**src/rtl/uart_tx_feeder.sv**
```systemverilog
// uart_tx_feeder: circular byte FIFO plus launch sequencer placed in front of
// uart_tx. Bytes from the host write port are queued, then presented one at a
// time on tx_start/tx_data with a one-cycle data setup. The next byte is held
// back until the current frame reports tx_done and a programmable idle gap
// has elapsed.
module uart_tx_feeder #(
  parameter int DATA_W     = 8,
  parameter int DEPTH      = 8,
  parameter int ADDR_W     = 3,
  parameter int GAP_CYCLES = 4
) (
  input  logic              clk,
  input  logic              rst_n,
  input  logic              wr_en,
  input  logic [DATA_W-1:0] wr_data,
  output logic              full,
  output logic              empty,
  output logic [ADDR_W:0]   count,
  output logic              overflow,
  input  logic              ovf_clr,
  output logic              tx_start,
  output logic [DATA_W-1:0] tx_data,
  input  logic              tx_busy,
  input  logic              tx_done
);

  // Gap counter must hold GAP_CYCLES; keep at least one bit when the gap is 0 or 1.
  localparam int GAP_W = (GAP_CYCLES < 2) ? 1 : $clog2(GAP_CYCLES + 1);
  localparam logic [ADDR_W:0]  DEPTH_C  = (ADDR_W + 1)'(DEPTH);
  localparam logic [GAP_W-1:0] GAP_LOAD = GAP_W'(GAP_CYCLES);

  typedef enum logic [2:0] {
    S_IDLE,
    S_LOAD,
    S_START,
    S_WAIT,
    S_GAP
  } state_t;

  state_t             state_reg, state_next;
  logic [DATA_W-1:0]  mem [DEPTH];
  logic [ADDR_W-1:0]  wr_ptr_reg, rd_ptr_reg;
  logic [ADDR_W:0]    count_reg, count_next;
  logic               overflow_reg;
  logic [DATA_W-1:0]  tx_data_reg;
  logic [GAP_W-1:0]   gap_cnt_reg, gap_cnt_next;
  logic               wr_accept;
  logic               wr_drop;
  logic               pop;

  // Full/empty are judged on the pre-cycle count, so a pop never frees a slot
  // for a write in the same cycle.
  assign full      = (count_reg == DEPTH_C);
  assign empty     = (count_reg == '0);
  assign count     = count_reg;
  assign overflow  = overflow_reg;
  assign tx_data   = tx_data_reg;
  assign wr_accept = wr_en && !full;
  assign wr_drop   = wr_en && full;
  // The only pop point is the IDLE->LOAD transition.
  assign pop       = (state_reg == S_IDLE) && !empty && !tx_busy;

  // Storage array write port; entries are only ever read behind count, so no reset.
  always_ff @(posedge clk) begin
    if (wr_accept) begin
      mem[wr_ptr_reg] <= wr_data;
    end
  end

  // Occupancy bookkeeping: +1 on accepted write, -1 on pop, unchanged on both.
  always_comb begin
    count_next = count_reg;
    case ({wr_accept, pop})
      2'b10:   count_next = count_reg + 1'b1;
      2'b01:   count_next = count_reg - 1'b1;
      default: count_next = count_reg;
    endcase
  end

  // FIFO pointers, count, sticky overflow and the registered output byte.
  always_ff @(posedge clk or negedge rst_n) begin
    if (!rst_n) begin
      wr_ptr_reg   <= '0;
      rd_ptr_reg   <= '0;
      count_reg    <= '0;
      overflow_reg <= 1'b0;
      tx_data_reg  <= '0;
    end else begin
      count_reg <= count_next;
      if (wr_accept) begin
        wr_ptr_reg <= wr_ptr_reg + 1'b1;
      end
      if (pop) begin
        rd_ptr_reg  <= rd_ptr_reg + 1'b1;
        tx_data_reg <= mem[rd_ptr_reg];
      end
      // A dropped write wins over a clear arriving in the same cycle.
      if (wr_drop) begin
        overflow_reg <= 1'b1;
      end else if (ovf_clr) begin
        overflow_reg <= 1'b0;
      end
    end
  end

  // Launch sequencer state and gap counter.
  always_ff @(posedge clk or negedge rst_n) begin
    if (!rst_n) begin
      state_reg   <= S_IDLE;
      gap_cnt_reg <= '0;
    end else begin
      state_reg   <= state_next;
      gap_cnt_reg <= gap_cnt_next;
    end
  end

  // Next-state and tx_start decode; tx_start is a pure state decode so an
  // asynchronous reset drops it without waiting for a clock edge.
  always_comb begin
    state_next   = state_reg;
    gap_cnt_next = gap_cnt_reg;
    tx_start     = 1'b0;
    case (state_reg)
      S_IDLE: begin
        if (pop) begin
          state_next = S_LOAD;
        end
      end
      S_LOAD: begin
        state_next = S_START;
      end
      S_START: begin
        tx_start = 1'b1;
        if (tx_busy) begin
          state_next = S_WAIT;
        end
      end
      S_WAIT: begin
        if (tx_done) begin
          if (GAP_CYCLES == 0) begin
            state_next = S_IDLE;
          end else begin
            gap_cnt_next = GAP_LOAD;
            state_next   = S_GAP;
          end
        end
      end
      S_GAP: begin
        gap_cnt_next = gap_cnt_reg - 1'b1;
        if (gap_cnt_reg == GAP_W'(1)) begin
          state_next = S_IDLE;
        end
      end
      default: begin
        state_next = S_IDLE;
      end
    endcase
  end

endmodule

```
**config.mk**
```make
export PLATFORM = sky130hd
export DESIGN_NAME = uart_tx_feeder
export DESIGN_NICKNAME = d
export VERILOG_FILES = /design/src/rtl/uart_tx_feeder.sv
export SDC_FILE = /design/constraint.sdc
export NUM_CORES = 1
export LEC_CHECK = 0
export CAP_MARGIN = 20
export CORE_ASPECT_RATIO = 1.25
export CORE_MARGIN = 1.5
export CORE_UTILIZATION = 40
export DETAILED_ROUTE_END_ITERATION = 10
export SETUP_SLACK_MARGIN = 0.02
export SYNTH_ARGS = -nofsm -noshare
export SYNTH_HDL_FRONTEND = slang
export SYNTH_SLANG_ARGS = --single-unit
```
**constraint.sdc**
```tcl
create_clock -name clk -period 2.3 [get_ports clk]
set_input_delay 0.69 -clock clk [delete_from_list [all_inputs] [get_ports clk]]
set_output_delay 0.69 -clock clk [all_outputs]
set_load 0.1 [all_outputs]
```
==> results by group <==
Power and ir drop
  – VDD IR max: between 0.5 and 0.6 mV
  – Gate power share: 0.475
  – Internal Power: about 4.2 mW
  – Psw: around 2.9 mW
  – P_leak: 1.837 nW
  – Sequential share of power: 0.338
  – Clock Power Share: 0.187
  – Sw frac: 0.4056
  – PD cells: approximately 1400 mW/mm^2

STA
  – Min Tclk post-route: approximately 2.2 ns
  – Setup Skew: between 0.008 and 0.009 ns
  – Worst Max-Slew Pin Slew: around 0.62 ns
  – Number of setup violations in the final report: 0
  – RSZ-0062 raised after global routing: yes
  – Final Hold Viols: 0
  – Final Worst Setup Slack: roughly 0.053 ns
  – Max_slew headroom: 0.5857
  – FMAX: around 0.44 GHz
  – Final slew viol count: 0
  – Fin crit share: 0.9771

Route
  – Final ANT Viol Nets: 0
  – Via Count: 2111
  – Vias per std cell: between 4 and 5
  – DR pass1 iterations: 4
  – DR WL/cell: 16.44 um
  – WL final: 7.004 mm
  – Starting DRT DRC Count: between 100 and 150
  – Post-route DRC: 0

Floorplan
  – Initial Utilization: 0.4082
  – Full die area: ~0.0098 mm^2
  – Std-Cell Rows: 39
  – Core Area: around 0.0090 mm^2
  – Die height: between 100 and 150 um
  – Horiz. Die Dim: slightly below 90 um
  – Boundary pin count: 30

Yosys
  – Post-synthesis sequential area ratio: 0.6913
  – Async set-reset flop share out of synthesis: 0.2809
  – Synth area leader: edfxtp_1
  – Leading post-synthesis cells by cell area: edfxtp_1 52%, dfrtp_1 17%, mux4_2 9.8%, mux2i_1 2.4%, nand2_1 2.4%
  – Primary FF master, synth: edfxtp_1
  – Yosys warns: 0
  – Distinct cell type count after synthesis: 39
  – Post-synth top cells: 64 x edfxtp_1, 25 x dfrtp_1, 24 x nand2_1
  – Area share of the largest cell type after synthesis: 0.5216
  – Post-synthesis cell count: between 200 and 250
  – Count leader, synth: edfxtp_1
  – Synthesized area per cell: between 15 and 20 um^2
  – Post-synth EDFFs: between 60 and 70
  – Syn Nets: 251
  – Mapped Area: 0.003685 mm^2
  – Synthesis-stage register bit count: 89

Placed design
  – DP HPWL: around 4.6 mm
  – Dpl ws: -0.4812 ns
  – Port Buf Inserts: 29
  – Final Wtd Congestion: slightly below 0.7
  – Area post-placement: between 0.004 and 0.005 mm^2

CTS
  – H-tree depth: 3
  – Clock root buffer: clkbuf_16
  – Register clock-pin slew on the reported worst setup and hold paths: ~0.060 ns
  – Worst-Skew Late Latency: between 0.3 and 0.4 ns
  – Clock Sinks: 89
  – CTS max path bufs: 2
  – CTS buffer count: 9
  – CTS tree: done
  – CTS hold repair buffers: 0

Cells and area
  – Post-route design area: approximately 0.0050 mm^2
  – ANT cells: 0
  – Max reg flops: 64
  – Net count, final: between 300 and 400
  – P&R area growth vs syn: 34.74%
  – Layout cells sized above 1: 0.3630

Critical path
  – Top Family by Delay on Critical Path: flip-flops
  – CP Launch Type: register
  – WP buf/inv: 3
  – CP endpoint kind: output port
  – CP cell instances: buf_6 -> nor4b_4 -> buf_4 -> buf_12
  – Worst path depth: 4
  – Worst EP arrival: 1.56 ns
  – Slowest Stage Delay on Critical Path: 0.49 ns
  – Worst EP required: approximately 1.6 ns
  – Kind of critical path: register to output port
  – Crit path max-delay cell type: dfrtp_4
  – Max FO, Critical Path: 2
  – Worst Reg2Reg Path Length in Cells: 11

Global routing
  – Initial antenna violation count: 0
  – Vias in the first global route: approximately 2.2k
  – Overall Global Routing Usage: 0.1632
  – Total gr overflow: 0
  – Global-route wire length before repair: 11.18 mm
  – Largest net degree at the start of global routing: 26

Outcome
  – Outcome: complete, no violations

Hold path
  – Hold Crit Depth: 2
  – Hold Path Class: register to register

Job
  – Maxcap violations: 0
==> stage by stage <==
step	power, mW	utilization	TNS [ns]	hold WS, ns	std cells
floorplan	4.656	-	-23.41	0.3944	229
global placement	5.637	0.5077	-1.323	0.4720	400
detailed placement	5.690	0.5077	-1.240	0.4838	400
CTS	7.094	0.5425	0	0.5015	419
global route	7.503	0.5500	-0.03586	0.5304	426
finish	7.113	0.5500	0	0.4902	426
==> cell families after synthesis <==
family          after synthesis  share of synthesized area
compound gates               22                    0.03532
xor+xnor                      6                    0.01426
fa+ha+maj                     8                    0.02920
buf+inv                      21                    0.02717
flops                        89                     0.6913
mux                          25                     0.1222
simple gates                 58                    0.08048
==> cells in the final DEF, fill, tap and decap left out, types with 3 or more instances in the layout <==
cell             instances
clkbuf_16                9
nor2_4                   3
xnor2_1                  5
nor3_4                   3
buf_6                    3
buf_4                   37
nand2_1                 23
dfrtp_4                  3
ha_1                     4
buf_12                  14
nand3b_1                 3
inv_1                    9
nor2_1                   3
clkdlybuf4s50_1         12
mux2i_1                  9
mux4_2                  16
nand2b_1                 4
ha_4                     3
o21ai_0                 11
edfxtp_1                64
dfrtp_1                 21
==> power groups by stage <==
stage	sequential, mW	clock [mW]	combinational, mW
floorplan	3.19	0	1.47
global route	2.45	1.43	3.62
global placement	2.42	0	3.21
detailed placement	2.44	0	3.25
CTS	2.41	1.37	3.31
finish	2.40	1.33	3.38
==> worst paths after layout <==
check,slack (ns),end,start
hold reg to reg,0.49,tx_data[3],tx_data[3]
min in group asynchronous,0.72,count[0],rst_n
max in group asynchronous,1.31,count[3],rst_n
setup reg to reg,0.11,count[3],count[3]
hold / removal,0.49,tx_data[3],tx_data[3]
setup / recovery,0.05,full,count[1]
==> tightest hold or removal path, stage by stage (launching register included) <==
cell,delay (ns)
dfrtp_1,0.35
nand2_1,0.05
o21ai_0,0.06
==> layout make-up <==
cell class,count,area [um^2]
inverters,12,50.05
repair buffers,67,720.7
multi-input cells,119,1211
fillers,705,4063
clock inverters,7,43.79
well taps,123,153.9
flip-flops and latches,89,2560
clock buffers,9,225.2
==> layer usage <==
metal	wire length (um)	track usage	vias up	part of all wire
met5	0	0	-	0
met4	183	0.09040	0	0.026
met3	190	0.02978	11	0.027
met2	3512	0.2711	38	0.50
met1	3117	0.2001	1062	0.45
li1	-	-	1000	-
==> timing repair <==
action	in CTS	in global routing
gates resized for setup	5	4
buffers inserted	3	7
pin swaps	7	9
setup endpoints to repair	3	3
No activity file was read; power rests on OpenSTA's default activity.
